==> config.mk <==
export PLATFORM = sky130hd
export DESIGN_NAME = triangle_feeder
export DESIGN_NICKNAME = d
export VERILOG_FILES = /design/src/rtl/triangle_feeder.sv
export SDC_FILE = /design/constraint.sdc
export NUM_CORES = 1
export LEC_CHECK = 0
export CORE_ASPECT_RATIO = 1.4
export CORE_MARGIN = 2
export CORE_UTILIZATION = 41
export CTS_CLUSTER_SIZE = 40
export DETAILED_ROUTE_END_ITERATION = 10
export PLACE_DENSITY = 0.67
export SYNTH_ARGS = -nofsm -noshare
export SYNTH_HDL_FRONTEND = slang
export SYNTH_SLANG_ARGS = --single-unit
==> constraint.sdc <==
create_clock -name clk_in -period 12.6 [get_ports clk_in]
set_clock_uncertainty 0.05 [all_clocks]
set_input_delay 1.26 -clock clk_in [delete_from_list [all_inputs] [get_ports clk_in]]
set_output_delay 1.26 -clock clk_in [all_outputs]
set_load 0.02 [all_outputs]
==> src/rtl/triangle_feeder.sv <==
// ---------------------------------------------------------------------------
// triangle_feeder
//
// Walks a triangle list held in block RAM and hands triangles to the
// rasterizer one at a time over a valid/ready handshake. A new_frame pulse
// starts a walk at address 0. Each record is fetched, waited on for the RAM
// latency, captured into the vertex registers, optionally checked for zero
// signed area, and then presented until accepted. When the list is exhausted
// obj_done pulses for one cycle.
//
// Ports
//   clk_in     system clock
//   rst_in     synchronous active-high reset (priority over new_frame)
//   new_frame  1-cycle start pulse; also aborts and restarts a running walk
//   num_tri    triangles in the object, sampled on new_frame (clamped to MAX_TRI)
//   tri_addr   RAM read address
//   tri_data   RAM record {v1,v2,v3}, each vertex {x,y,z}, v1.x in the MSBs
//   vert1..3   captured vertices, [2]=x [1]=y [0]=z
//   valid_tri  vert1..3 hold a triangle awaiting acceptance
//   ready_in   rasterizer ready; transfer when valid_tri & ready_in
//   obj_done   1-cycle pulse after the last transfer (or last skip)
//   busy       high from new_frame through the obj_done cycle
//   sent_cnt   triangles transferred in this frame (skipped ones excluded)
// ---------------------------------------------------------------------------
module triangle_feeder #(
  parameter int COORD_W    = 9,
  parameter int MAX_TRI    = 256,
  parameter int BRAM_LAT   = 2,
  parameter int SKIP_DEGEN = 1,
  localparam int ADDR_W    = $clog2(MAX_TRI)
) (
  input  logic                         clk_in,
  input  logic                         rst_in,
  input  logic                         new_frame,
  input  logic [ADDR_W:0]              num_tri,
  output logic [ADDR_W-1:0]            tri_addr,
  input  logic [9*COORD_W-1:0]         tri_data,
  output logic [2:0][COORD_W-1:0]      vert1,
  output logic [2:0][COORD_W-1:0]      vert2,
  output logic [2:0][COORD_W-1:0]      vert3,
  output logic                         valid_tri,
  input  logic                         ready_in,
  output logic                         obj_done,
  output logic                         busy,
  output logic [ADDR_W:0]              sent_cnt
);

  localparam int WAIT_W = (BRAM_LAT > 1) ? $clog2(BRAM_LAT) : 1;
  localparam int DIFF_W = COORD_W + 1;
  localparam int AREA_W = 2 * COORD_W + 2;
  localparam logic [ADDR_W:0]   MAX_CNT   = (ADDR_W + 1)'(MAX_TRI);
  localparam logic [WAIT_W-1:0] WAIT_INIT = WAIT_W'(BRAM_LAT - 1);

  typedef enum logic [2:0] {
    S_IDLE,
    S_FETCH,
    S_WAIT,
    S_CHECK,
    S_PRESENT,
    S_DONE
  } state_t;

  state_t                    state_reg, state_next;
  logic [ADDR_W:0]           idx_reg, idx_next;
  logic [ADDR_W:0]           num_reg, num_next;
  logic [ADDR_W:0]           sent_reg, sent_next;
  logic [ADDR_W-1:0]         addr_reg, addr_next;
  logic [WAIT_W-1:0]         wait_reg, wait_next;
  logic [2:0][COORD_W-1:0]   v1_reg, v1_next;
  logic [2:0][COORD_W-1:0]   v2_reg, v2_next;
  logic [2:0][COORD_W-1:0]   v3_reg, v3_next;

  // Split the RAM record into its three vertices (v1 occupies the top slice).
  logic [2:0][COORD_W-1:0]   rec_vert [3];

  genvar gi;
  generate
    for (gi = 0; gi < 3; gi++) begin : g_unpack
      assign rec_vert[gi] = tri_data[(9 - 3*gi)*COORD_W-1 -: 3*COORD_W];
    end
  endgenerate

  // Twice the signed area from the captured vertices. Coordinate differences
  // need one extra bit for the sign; the products and their difference fit
  // exactly in 2*COORD_W+2 signed bits, so no overflow is possible.
  logic signed [DIFF_W-1:0]  dx2, dy2, dx3, dy3;
  logic signed [AREA_W-1:0]  prod_a, prod_b, area2;
  logic                      degen;

  always_comb begin
    dx2    = $signed({1'b0, v2_reg[2]}) - $signed({1'b0, v1_reg[2]});
    dy2    = $signed({1'b0, v2_reg[1]}) - $signed({1'b0, v1_reg[1]});
    dx3    = $signed({1'b0, v3_reg[2]}) - $signed({1'b0, v1_reg[2]});
    dy3    = $signed({1'b0, v3_reg[1]}) - $signed({1'b0, v1_reg[1]});
    prod_a = AREA_W'(dx2) * AREA_W'(dy3);
    prod_b = AREA_W'(dx3) * AREA_W'(dy2);
    area2  = prod_a - prod_b;
    degen  = (area2 == '0);
  end

  // Requested count clamped to the RAM depth.
  logic [ADDR_W:0] num_clamped;
  assign num_clamped = (num_tri > MAX_CNT) ? MAX_CNT : num_tri;

  // Next-state and datapath updates.
  always_comb begin
    state_next = state_reg;
    idx_next   = idx_reg;
    num_next   = num_reg;
    sent_next  = sent_reg;
    addr_next  = addr_reg;
    wait_next  = wait_reg;
    v1_next    = v1_reg;
    v2_next    = v2_reg;
    v3_next    = v3_reg;

    case (state_reg)
      S_IDLE: ;

      S_FETCH: begin
        state_next = S_WAIT;
        wait_next  = WAIT_INIT;
      end

      S_WAIT: begin
        if (wait_reg == '0) begin
          v1_next    = rec_vert[0];
          v2_next    = rec_vert[1];
          v3_next    = rec_vert[2];
          state_next = S_CHECK;
        end else begin
          wait_next = wait_reg - 1'b1;
        end
      end

      S_CHECK: begin
        if ((SKIP_DEGEN != 0) && degen) begin
          idx_next   = idx_reg + 1'b1;
          state_next = (idx_next == num_reg) ? S_DONE : S_FETCH;
        end else begin
          state_next = S_PRESENT;
        end
      end

      S_PRESENT: begin
        if (ready_in) begin
          sent_next  = sent_reg + 1'b1;
          idx_next   = idx_reg + 1'b1;
          state_next = (idx_next == num_reg) ? S_DONE : S_FETCH;
        end
      end

      S_DONE: begin
        state_next = S_IDLE;
      end

      default: begin
        state_next = S_IDLE;
      end
    endcase

    // A start pulse wins in every state: an idle FSM starts, a running walk
    // is abandoned (in-flight triangle dropped, no obj_done), and a DONE
    // cycle still shows its obj_done before the restart takes effect.
    if (new_frame) begin
      num_next   = num_clamped;
      idx_next   = '0;
      sent_next  = '0;
      state_next = (num_clamped == '0) ? S_DONE : S_FETCH;
    end

    // The address register only moves when a fetch is about to happen, so
    // it never points past num_tri-1.
    if (state_next == S_FETCH) begin
      addr_next = idx_next[ADDR_W-1:0];
    end
  end

  always_ff @(posedge clk_in) begin
    if (rst_in) begin
      state_reg <= S_IDLE;
      idx_reg   <= '0;
      num_reg   <= '0;
      sent_reg  <= '0;
      addr_reg  <= '0;
      wait_reg  <= '0;
      v1_reg    <= '0;
      v2_reg    <= '0;
      v3_reg    <= '0;
    end else begin
      state_reg <= state_next;
      idx_reg   <= idx_next;
      num_reg   <= num_next;
      sent_reg  <= sent_next;
      addr_reg  <= addr_next;
      wait_reg  <= wait_next;
      v1_reg    <= v1_next;
      v2_reg    <= v2_next;
      v3_reg    <= v3_next;
    end
  end

  // Handshake and status outputs decode the registered state.
  always_comb begin
    valid_tri = 1'b0;
    obj_done  = 1'b0;
    busy      = 1'b0;
    case (state_reg)
      S_IDLE:    busy = 1'b0;
      S_PRESENT: begin
        valid_tri = 1'b1;
        busy      = 1'b1;
      end
      S_DONE: begin
        obj_done = 1'b1;
        busy     = 1'b1;
      end
      default:   busy = 1'b1;
    endcase
  end

  assign tri_addr = addr_reg;
  assign vert1    = v1_reg;
  assign vert2    = v2_reg;
  assign vert3    = v3_reg;
  assign sent_cnt = sent_reg;

endmodule
* Yosys cells after proc, flatten, opt, wreduce, memory -nomap -nowiden
Index checks and enable logic that the tools add are counted. W data, S select, Z words.
Storage, ports and cells: input bits 94, bits in registers 120, logic and storage cells 63, output and inout bits 101
Operators by class: add/sub/neg operators 8, reduce and logical (&&, ||, !) cells 9, muxes and demuxes 17, multiply operators 2, bitwise operators 1, $lt $le $gt $ge 1, eq/ne operators 9
Operators by type and width (number):
- $mul A10 B10 Y20 | 2
- $sub A9 B9 Y10 | 4
- $mux W9 | 3
- $logic_not A20 Y1 | 1
- $sub A20 B20 Y20 | 1
- $add A9 B1 Y9 const B | 2
- $mux W3 | 6
- $pmux W9 S2 | 1
- $pmux W3 S5 | 1
- $eq A9 B9 Y1 | 1
- $gt A9 B9 Y1 const B | 1
- $logic_not A9 Y1 | 1
- $mux W8 | 1
- $eq A3 B1 Y1 const B | 2
- $eq A3 B2 Y1 const B | 2
- $eq A3 B3 Y1 const B | 2
- $mux W1 | 4
- $ne A2 B2 Y1 const B | 2
- $reduce_and A2 Y1 | 2
- $reduce_bool A2 Y1 | 2
- $logic_not A3 Y1 | 1
- $reduce_and A3 Y1 | 1
- $pmux W1 S2 | 1
- $reduce_or A2 Y1 | 1
- 2 further kinds | 2

* Longest topological paths before layout
Gate-level depths: netlist (run 1).
word-level depth 8, gate-level depth with buffers 36, gate-level depth less buffers 34

* Worst setup path before layout (run 1)
No wires, ideal clock.
kind register -> register, start point reg v1_reg, in the netlist vert1[19], end point reg addr_reg[7] (netlist: tri_addr[7]), setup time 0.117 ns, required time 12.433 ns, data arrival time 9.007 ns, path buffers 3, stages on the path, launching flop included 35, path slack 3.426 ns, clock period less this slack 9.174 ns, cells stage by stage dfxtp_1 > inv_1 > ha_1 > nor2b_1 > o21ai_0 > a21oi_1 > o21ai_0 > nand2b_1 > a21o_1 > a21o_1 > a21o_1 > a21o_1 > clkbuf_1 > nor2_1 > fa_1 > fa_1 > fa_1 > fa_1 > fa_1 > fa_1 > fa_1 > inv_1 > ha_1 > buf_2 > a2111oi_2 > nand3_1 > nor2_1 > o21a_1 > o22ai_1 > or4_4 > nor4b_4 > or2_1 > buf_4 > o22ai_2 > a22o_1
On the way: word-level cells in the longest chain between the ends 8, elaborated cells between the ends (all ways) 13, classes of those cells add/sub (3); mul (2); eq/ne (1); mux (6); reduce/logical (1)
Ends and longest elaborated chain:
- start, declared | line 69 | logic [2:0][COORD_W-1:0] v1_reg, v1_next;
- start signal, assigned | line 197 | v1_reg <= v1_next;
- $sub A9 B9 Y10 (on tied branches) | line 91, 93
- $mul A10 B10 Y20 (on tied branches) | line 95, 96
- $sub A20 B20 Y20 (*) | line 97 | area2 = prod_a - prod_b;
- $logic_not A20 Y1 (*) | line 98 | degen = (area2 == '0);
- $mux W3 | line 137 | if ((SKIP_DEGEN != 0) && degen) begin
- $pmux W3 S5 | line 117 | case (state_reg)
- $mux W3 | line 165 | if (new_frame) begin
- $eq A3 B1 Y1 | line 174 | if (state_next == S_FETCH) begin
- end signal, assigned | line 195 | addr_reg <= addr_next;
- end, declared | line 67 | logic [ADDR_W-1:0] addr_reg, addr_next;
Mark *: on every way between the ends. The rest lies on a longest branch, timed or not. The select of a mux whose other input is x is not followed. A chain may end at the register's enable or synchronous reset.

* Worst setup path after layout (run 1)
Same ends and word-level chain as after synthesis.

==> summary.txt, run 1 <==
Route
  – DRC: 0
  – Vias per inst: 5.14
  – Routed wire per std cell: 18.1 um
  – Detailed-route via count: ~11000
  – Drt first-iter violations: approximately 460
  – Final WL: just under 40000 um
  – Final ANT Viol Nets: 0
  – DR pass1 iterations: 6

Global routing
  – Met2 Use GR: 0.428
  – Met3 usage: 0.0376
  – Vias in the first global route: around 12000
  – Global Route Usage Sum: 0.231
  – GRT overflow: 0
  – Largest net degree at the start of global routing: slightly above 90
  – Initial antenna violation count: 1
  – GRT busiest layer: met2
  – GRT met1 Usage: 0.251
  – First-pass GRT wire length: ~64000 um

Logic synthesis
  – Synth top area share: 0.324
  – Top cells by count, synth: 225 x fa_1, 216 x nand2_1, 208 x inv_1
  – Syn nets: 2007
  – Cells after synthesis: roughly 1600
  – Top FF cell, synth: dfxtp_1
  – Synth Cell Area: 13900 um2
  – Top-count cell post-synth: fa_1
  – Mapped Avg Cell Area: 8.85 um2
  – Leading area contributor after synthesis: fa_1
  – Ys async rst share: 0
  – Yosys reg bits: 120
  – Area contributors post-synth: fa_1 32%, dfxtp_1 17%, ha_1 10%
  – Number of synthesized flops with an enable pin: 0
  – Synth unique cells: 64
  – YS warnings: 0
  – Register area share after synthesis: 0.173

Floorplan
  – Die area: between 30000 and 40000 um2
  – Boundary Pins: 195
  – # rows: 79
  – Die X: approximately 160 um
  – Core ar.: ~33000 um2
  – Starting Density: 0.418
  – Die extent in y: between 200 and 250 um

Status
  – Status: finished clean

Finish
  – Area delta synth->final: 21.3%
  – Fillers: between 3000 and 4000
  – Layout cells sized above 1: 0.0452
  – Final std cells w/o fill: ~2200
  – Final-stage net count: 2171

Setup path
  – Critical path capture point type: flop
  – CP Class: reg2reg
  – Critical path's largest stage delay: around 570 ps
  – Worst r2r src: vert1[19]
  – Critical path's slowest cell: fa_1
  – Worst R2R Setup Slack: 2090 ps
  – Reg-to-reg endpoint: tri_addr[7]
  – R2r worst-path depth: 33
  – Worst endpoint required time: about 13000 ps
  – Critical path arrival: 10780 ps
  – Worst path most repeated cell: fa_1
  – Startpoint Class: flop
  – Crit path max fanout: 9

Hold path
  – Tightest Hold Check Type: reg2reg
  – Hold Path Depth: 2
  – Worst Hold Endpoint: vert1[8]
  – HP Start: vert1[8]

Timing
  – Fmax achieved: between 0.09 and 0.1 GHz
  – Count of final hold-check violations: 0
  – Fin Setup TNS: 0 ps
  – Worst relative slew slack: 0.189
  – Slew Viols, Final: 0
  – Final setup fails: 0
  – Slew @ Worst Pin: 1210 ps
  – RSZ-0062 raised after global routing: no
  – Period minus WS final: about 11000 ps
  – Fin crit share: 0.834

Clocking
  – Sink Count: 120
  – Clock Tree Buf Depth: 2
  – CTS tree: yes
  – CTS-repair resized insts: 0
  – Clk slew on worst S/H paths: 60 ps
  – Buffer count from post-CTS setup fixing: 0
  – CTS Buf Count: 17
  – Cts hold-fix bufs: 0
  – Htree depth: 4
  – Clock Tree Root: clkbuf_16
  – Clk_lat worst skew: between 400 and 500 ps

Job
  – Total of max-cap violations: 0

Placement
  – Detailed Place HPWL: between 30000 and 40000 um
  – GPL Wtd Cong: 0.891
  – PortBufs: roughly 190
  – Inst Count DP: about 2200
## per-layer routing
metal | wire, um | share of wire
met3 | 1930 | 0.049
met4 | 2150 | 0.054
met1 | 14700 | 0.37
met2 | 21000 | 0.53
met5 | 0 | 0
## worst max path at each step
stage	startpoint	endpoint	slack [ps]	cells past startpoint
after global placement	vert1[19]	tri_addr[7]	2510	33
after floorplan	vert1[19]	tri_addr[7]	3430	34
final	vert1[19]	tri_addr[7]	2090	33
after detailed placement	vert1[19]	tri_addr[7]	2230	33
after global routing	vert1[19]	tri_addr[7]	1100	33
after CTS	vert1[19]	tri_addr[7]	2180	33
## layout by cell type (no fill, tap or decap), drive strengths merged, types with 4 or more instances in the layout
| master | Yosys | final |
|---|---|---|
| a21boi | 4 | 4 |
| a21o | 18 | 18 |
| a21oi | 114 | 114 |
| a22o | 15 | 15 |
| a31oi | 4 | 4 |
| and2 | 10 | 10 |
| and3 | 6 | 6 |
| buf | 6 | 9 |
| bufinv | 0 | 4 |
| clkbuf | 51 | 17 |
| clkdlybuf4s50 | 0 | 193 |
| dfxtp | 120 | 120 |
| fa | 225 | 225 |
| ha | 114 | 114 |
| inv | 208 | 212 |
| mux2i | 5 | 5 |
| nand2 | 216 | 216 |
| nand2b | 33 | 33 |
| nand3 | 12 | 12 |
| nand3b | 5 | 5 |
| nand4 | 6 | 6 |
| nor2 | 172 | 172 |
| nor2b | 19 | 19 |
| nor3 | 7 | 7 |
| nor4 | 5 | 5 |
| o21a | 6 | 6 |
| o21ai | 36 | 36 |
| o21bai | 7 | 7 |
| o22ai | 4 | 4 |
| or2 | 29 | 29 |
| or3 | 7 | 7 |
| xnor2 | 46 | 46 |
| xor2 | 25 | 25 |
## cell families (layout without fill, tap and decap cells)
family	after synthesis	count (layout)	share of synthesized area
AO/OA/AOI/OAI	231	231	0.103
XOR/XNOR	72	72	0.0463
adder cells (fa/ha/maj)	339	339	0.426
buffers and inverters	265	440	0.0720
flip-flops	120	120	0.173
multiplexers	8	8	0.00602
other	0	1	0
AND/OR/NAND/NOR	539	539	0.175
## metrics by stage
stage / util / instance area, um2 / hold slack, ps / worst slack [ps]
global route: 0.507 / 16900 / 427 / 1100
CTS: 0.507 / 16900 / 405 / 2180
floorplan: - / 13900 / 405 / 3430
global placement: 0.488 / 16300 / 391 / 2510
finish: 0.507 / 16900 / 405 / 2090
detailed placement: 0.488 / 16300 / 396 / 2230
## cell type report
class / instances / area, um2 / share of cell area
multi-input combinational: 1189 / 10500 / 0.623
clock buffer: 17 / 425 / 0.0252
tap: 445 / 557 / 0.0330
timing repair buffer: 202 / 2000 / 0.118
inverter: 208 / 781 / 0.0462
sequential: 120 / 2400 / 0.142
antenna: 1 / 2.50 / 0.000148
clock inverter: 13 / 196 / 0.0116
## worst max-delay path, delay by kind of cell, from the launching register on
kind | cells | cell delay, ps
compound gates | 11 | 2650
fa+ha+maj | 9 | 4300
buf+inv | 4 | 250
flops | 1 | 450
simple gates | 9 | 2680
Power of run 1 is not shown: default switching activity piles up to over one toggle a cycle in this logic, so the estimate is an artifact.
==> run 2, diff against run 1 <==
==> constraint.sdc (replaced) <==
create_clock -name clk_in -period 10.3 [get_ports clk_in]
set_clock_uncertainty 0.05 [all_clocks]
set_input_delay 1.03 -clock clk_in [delete_from_list [all_inputs] [get_ports clk_in]]
set_output_delay 1.03 -clock clk_in [all_outputs]
set_load 0.02 [all_outputs]
==> run 2 against run 1 <==
  * Setup slack got worse by 1500 ps
  * Maximum frequency is 8.1% higher
  * First-iteration DRC count shrank 21%
  * Largest cell class unchanged
==> summary.txt, run 2 (same netlist as run 1, synthesis figures left out) <==
Clocking
  – CTS-repair resized insts: 0 (unchanged)
  – Sink Count: 120 (unchanged)
  – CTS Buf Count: 17 (unchanged)
  – Clock Tree Buf Depth: 2 (unchanged)
  – Clock Tree Root: clkbuf_16 (unchanged)
  – CTS tree: yes (unchanged)
  – Buffer count from post-CTS setup fixing: 0 (unchanged)
  – Cts hold-fix bufs: 0 (unchanged)
  – Clk_lat worst skew: 430 ps (about the same)
  – Clk slew on worst S/H paths: 60 ps (about the same)
  – Htree depth: 4 (unchanged)

Global routing
  – Initial antenna violation count: 1 (unchanged)
  – Global Route Usage Sum: 0.227 (was 0.231)
  – First-pass GRT wire length: 62900 um (was 64100 um)
  – Largest net degree at the start of global routing: 82 (was 93)
  – GRT overflow: 0 (unchanged)
  – Vias in the first global route: 12200 (was 12300)

Route
  – Vias per inst: 5.12 (was 5.14)
  – Routed wire per std cell: 17.8 um (was 18.1 um)
  – DR pass1 iterations: 5 (was 6)
  – Detailed-route via count: 11300 (about the same)
  – DRC: 0 (unchanged)
  – Final ANT Viol Nets: 0 (unchanged)
  – Drt first-iter violations: 359 (was 457)
  – Final WL: 39200 um (was 39700 um)

Floorplan
  – # rows: 79 (unchanged)
  – Die extent in y: 222 um (unchanged)
  – Core ar.: 33300 um2 (unchanged)
  – Starting Density: 0.418 (unchanged)
  – Die area: 35500 um2 (unchanged)
  – Die X: 160 um (unchanged)
  – Boundary Pins: 195 (unchanged)

Timing
  – Slew Viols, Final: 0 (unchanged)
  – Fin Setup TNS: 0 ps (unchanged)
  – Slew @ Worst Pin: 1180 ps (was 1210 ps)
  – Count of final hold-check violations: 0 (unchanged)
  – Worst relative slew slack: 0.210 (was 0.189)
  – Fmax achieved: 0.103 GHz (was 0.0951 GHz)
  – Final setup fails: 0 (unchanged)
  – Fin crit share: 0.944 (was 0.834)
  – Period minus WS final: 9720 ps (was 10510 ps)
  – Hold slack: 402 ps (was 405 ps)
  – RSZ-0062 raised after global routing: no (unchanged)

Setup path
  – CP Class: reg2reg (unchanged)
  – Critical path arrival: 10000 ps (was 10780 ps)
  – Critical path's largest stage delay: 590 ps (was 570 ps)
  – Critical path capture point type: flop (unchanged)
  – Worst R2R Setup Slack: 580 ps (was 2090 ps)
  – Worst path most repeated cell: fa_1 (unchanged)
  – Crit path max fanout: 13 (was 9)
  – Delay-heaviest family, CP: adder cells (unchanged)
  – Worst endpoint required time: 10570 ps (was 12870 ps)
  – Critical path's slowest cell: fa_1 (unchanged)
  – Buffer and inverter count on the worst path: 4 (unchanged)
  – Startpoint Class: flop (unchanged)

Finish
  – Post-layout util: 0.509 (was 0.507)
  – Most frequent cells in the layout: 225 x fa_1, 216 x nand2_1, 208 x inv_1 (unchanged)
  – # diodes: 0 (was 1)
  – Commonest non-fill, non-tap cell in the layout: fa_1 (unchanged)
  – Area delta synth->final: 21.7% (was 21.3%)
  – Layout cells sized above 1: 0.0540 (was 0.0452)
  – Final-stage net count: 2180 (was 2171)

Placement
  – GPL Wtd Cong: 0.918 (was 0.891)
  – PortBufs: 194 (unchanged)
  – Detailed Place HPWL: 32300 um (was 32500 um)

Hold path
  – Tightest Hold Check Type: reg2reg (unchanged)

Status
  – Status: finished clean (unchanged)

Job
  – Total of max-cap violations: 0 (unchanged)
[run 2: cell count changes in the layout (fill, tap and decap cells not counted), moves of 2 or more]
cell and delta:
buf_4 +9, bufinv_16 -3, clkinv_4 -2, inv_6 +2
inv_8 +4, nor2_1 -3, nor2_2 +3, o21ai_0 -2
o21ai_1 +2
[run 2: path summary, 6_finish.rpt]
path	startpoint	endpoint	cells past startpoint
setup reg to reg	vert1[19]	tri_addr[2]	33
setup / recovery	vert1[19]	tri_addr[2]	33
hold reg to reg	vert2[8]	vert2[8]	2
hold / removal	vert2[8]	vert2[8]	2
[run 2: layer usage]
| metal | wire (um) | global-route usage |
|---|---|---|
| met1 | 14100 | 0.237 |
| met2 | 20800 | 0.419 |
| met3 | 2380 | 0.0531 |
| met4 | 1950 | 0.118 |
| met5 | 0 | 0 |
[run 2: tightest hold or removal path: stages (launching register included)]
cell and delay, ps:
dfxtp_1 310, nand2_1 50, a21oi_1 50
[run 2: stage by stage]
step	instance area [um2]	setup WS, ps	std cells
finish	16900	576	2205
global route	16900	15.0	2205
CTS	16900	163	2205
detailed placement	16300	198	2173
global placement	16300	425	2173
floorplan	13900	1130	1574
[run 2: cell type report]
| type | count | area, um2 |
|---|---|---|
| Clock buffer | 17 | 425 |
| Clock inverter | 15 | 156 |
| Fill cell | 3058 | 16400 |
| Inverter | 208 | 781 |
| Multi-Input combinational cell | 1189 | 10600 |
| Sequential cell | 120 | 2400 |
| Tap cell | 445 | 557 |
| Timing Repair Buffer | 211 | 2060 |
Power of run 2 is left out for the same reason.
==> run 3, diff against run 2 <==
--- a/config.mk
+++ b/config.mk
@@ -5,12 +5,13 @@
 export SDC_FILE = /design/constraint.sdc
 export NUM_CORES = 1
 export LEC_CHECK = 0
+export ABC_AREA = 1
 export CORE_ASPECT_RATIO = 1.4
 export CORE_MARGIN = 2
-export CORE_UTILIZATION = 41
+export CORE_UTILIZATION = 40
 export CTS_CLUSTER_SIZE = 40
 export DETAILED_ROUTE_END_ITERATION = 10
-export PLACE_DENSITY = 0.67
+export PLACE_DENSITY = 0.65
 export SYNTH_ARGS = -nofsm -noshare
 export SYNTH_HDL_FRONTEND = slang
 export SYNTH_SLANG_ARGS = --single-unit
==> run 3 against run 2 <==
  * Critical path depth up 10
  * Global-route usage up 1.7 points
  * Non-clock buffer count down 4
  * Die area up 4.9%
  * Register-to-register slack better by 240 ps
  * Core utilization down 1.3 points
  * Sequential share of layout area down 0.34 points
  * Area after synthesis up 2.5%
  * Maximum frequency up 2.6%
  * Count of clock-buffer cells in the layout up 2
  * Synthesized cell count up 15%
  * First-iteration DRC count up 79%
  * Largest cell class unchanged
==> summary.txt, run 3 <==
Status
  – Status: finished clean (unchanged)

Clocking
  – CTS tree: yes (unchanged)
  – Clk_lat worst skew: 430 ps (about the same)
  – Htree depth: 4 (unchanged)
  – Cts hold-fix bufs: 0 (unchanged)
  – Sink Count: 120 (unchanged)
  – Clock Tree Buf Depth: 2 (unchanged)
  – CTS-repair resized insts: 0 (unchanged)
  – Clock Tree Root: clkbuf_16 (unchanged)
  – Buffer count from post-CTS setup fixing: 0 (unchanged)
  – CTS Buf Count: 17 (unchanged)
  – Clk slew on worst S/H paths: 60 ps (about the same)

Setup path
  – Worst path most repeated cell: inv_1 (was fa_1)
  – Delay-heaviest family, CP: adder cells (unchanged)
  – Critical path's largest stage delay: 630 ps (was 590 ps)
  – Critical path's slowest cell: fa_1 (unchanged)
  – Worst endpoint required time: 10560 ps (was 10570 ps)
  – CP Class: reg2reg (unchanged)
  – Crit path max fanout: 14 (was 13)
  – Critical path capture point type: flop (unchanged)
  – Critical path arrival: 9740 ps (was 10000 ps)
  – Buffer and inverter count on the worst path: 9 (was 4)
  – Startpoint Class: flop (unchanged)

Route
  – Top sig layer: met4 (unchanged)
  – Routed wl met2: 22200 um (was 20800 um)
  – Drt first-iter violations: 642 (was 359)
  – DR pass1 iterations: 5 (unchanged)
  – Final WL: 42900 um (was 39200 um)
  – M1 wire length: 16000 um (was 14100 um)
  – Detailed-route via count: 12400 (was 11300)
  – Routed wire per std cell: 17.4 um (was 17.8 um)
  – Metal3 WL: 1940 um (was 2380 um)
  – Vias per inst: 5.05 (was 5.12)
  – Final ANT Viol Nets: 0 (unchanged)
  – DRC: 0 (unchanged)

Logic synthesis
  – Number of synthesized flops with an enable pin: 0 (unchanged)
  – Register area share after synthesis: 0.168 (was 0.173)
  – Top-count cell post-synth: inv_1 (was fa_1)
  – Yosys reg bits: 120 (unchanged)
  – YS warnings: 0 (unchanged)
  – Synth top area share: 0.316 (was 0.324)
  – Top FF cell, synth: dfxtp_1 (unchanged)
  – Ys async rst share: 0 (unchanged)
  – Synth unique cells: 44 (was 64)
  – Syn nets: 2240 (was 2007)
  – Synth Cell Area: 14300 um2 (was 13900 um2)
  – Top cells by count, synth: 336 x inv_1, 309 x nor2_1, 273 x nand2_1 (was 225 x fa_1, 216 x nand2_1, 208 x inv_1)
  – Leading area contributor after synthesis: fa_1 (unchanged)
  – Area contributors post-synth: fa_1 32%, dfxtp_1 17%, ha_1 10% (unchanged)
  – Cells after synthesis: 1807 (was 1574)
  – Mapped Avg Cell Area: 7.89 um2 (was 8.85 um2)

Timing
  – Slew @ Worst Pin: 1170 ps (was 1180 ps)
  – Period minus WS final: 9480 ps (was 9720 ps)
  – RSZ-0062 raised after global routing: no (unchanged)
  – Count of final hold-check violations: 0 (unchanged)
  – Final setup fails: 0 (unchanged)
  – Fin crit share: 0.920 (was 0.944)
  – Fin Setup TNS: 0 ps (unchanged)
  – Slew Viols, Final: 0 (unchanged)
  – Fmax achieved: 0.105 GHz (was 0.103 GHz)
  – Worst relative slew slack: 0.216 (was 0.210)

Job
  – Total of max-cap violations: 0 (unchanged)

Global routing
  – Vias in the first global route: 13400 (was 12200)
  – Largest net degree at the start of global routing: 97 (was 82)
  – First-pass GRT wire length: 69200 um (was 62900 um)
  – GRT overflow: 0 (unchanged)
  – Initial antenna violation count: 1 (unchanged)
  – Global Route Usage Sum: 0.244 (was 0.227)

Finish
  – Footprint of the multi-input gates: 10400 um2 (was 10600 um2)
  – Commonest non-fill, non-tap cell in the layout: inv_1 (was fa_1)
  – Most frequent cells in the layout: 335 x inv_1, 308 x nor2_1, 273 x nand2_1 (was 225 x fa_1, 216 x nand2_1, 208 x inv_1)
  – Area delta synth->final: 21.7% (about the same)
  – Final-stage net count: 2428 (was 2180)
  – Storage cell area: 2400 um2 (unchanged)
  – Layout cells sized above 1: 0.0483 (was 0.0540)
  – Fillers: 3494 (was 3058)

Hold path
  – Tightest Hold Check Type: reg2reg (unchanged)

Floorplan
  – Die area: 37200 um2 (was 35500 um2)
  – Starting Density: 0.407 (was 0.418)
  – Die X: 164 um (was 160 um)
  – # rows: 81 (was 79)
  – Core ar.: 35100 um2 (was 33300 um2)
  – Die extent in y: 227 um (was 222 um)
  – Boundary Pins: 195 (unchanged)

Placement
  – GPL Wtd Cong: 0.899 (was 0.918)
  – Detailed Place HPWL: 35400 um (was 32300 um)
  – PortBufs: 194 (unchanged)
[run 3: cell count changes after synthesis, moves of 30 or more]
| cell | before | now |
|---|---|---|
| o21ai_0 | 34 | 108 |
| nand3_1 | 12 | 68 |
| nand2b_1 | 33 | 0 |
| a21oi_1 | 114 | 69 |
| xnor2_1 | 46 | 16 |
| inv_1 | 208 | 336 |
| nor2_1 | 172 | 309 |
| nand2_1 | 216 | 273 |
[run 3: cell type report]
type                            count  area share
Tap cell                          456      0.0329
Clock buffer                       19      0.0255
Inverter                          343      0.0742
Timing Repair Buffer              207       0.117
Antenna cell                        1    0.000144
Multi-Input combinational cell   1306       0.601
Clock inverter                     13      0.0110
Sequential cell                   120       0.138
[run 3: worst reg2reg max path, delay by kind of cell, from the launching register on]
family	cells	cell delay, ps
AO/OA/AOI/OAI	10	1870
adder cells (fa/ha/maj)	9	4460
buffers and inverters	9	810
AND/OR/NAND/NOR	15	1850
flip-flops	1	320
[run 3: per-layer routing]
| metal | up-vias | track usage |
|---|---|---|
| met5 | - | 0 |
| met3 | 136 | 0.0388 |
| met1 | 5969 | 0.263 |
| met2 | 410 | 0.445 |
| met4 | 0 | 0.147 |
| li1 | 5922 | - |
[run 3: final timing paths]
| check | startpoint | endpoint | slack (ps) | cells past startpoint |
|---|---|---|---|---|
| setup / recovery | vert1[20] | tri_addr[0] | 820 | 43 |
| hold / removal | num_reg[2] | num_reg[2] | 430 | 2 |
| setup reg to reg | vert1[20] | tri_addr[0] | 820 | 43 |
| hold reg to reg | num_reg[2] | num_reg[2] | 430 | 2 |
[run 3: stage by stage]
stage                     cell area [um2]  hold WS [ps]  instances  utilization  setup slack, ps
final                               17400           434       2465        0.495              819
after global routing                17400           459       2465        0.495             92.9
after CTS                           17400           439       2464        0.495              773
after detailed placement            16700           418       2432        0.477              795
after global placement              16700           414       2432        0.477             1110
after floorplan                     14300           390       1807            -             1560
[run 3: logic make-up (layout without fill, tap and decap cells)]
family                     Yosys count  count (layout)  synth area share
and+or+nand+nor                    725             725             0.215
buffers and inverters              381             582             0.101
AOI/OAI and AO/OA                  204             204            0.0768
adders and majority gates          339             339             0.416
DFF                                120             120             0.168
other                                0               1                 0
xor gates and xnor gates            38              38            0.0233
Power of run 3 is left out for the same reason.
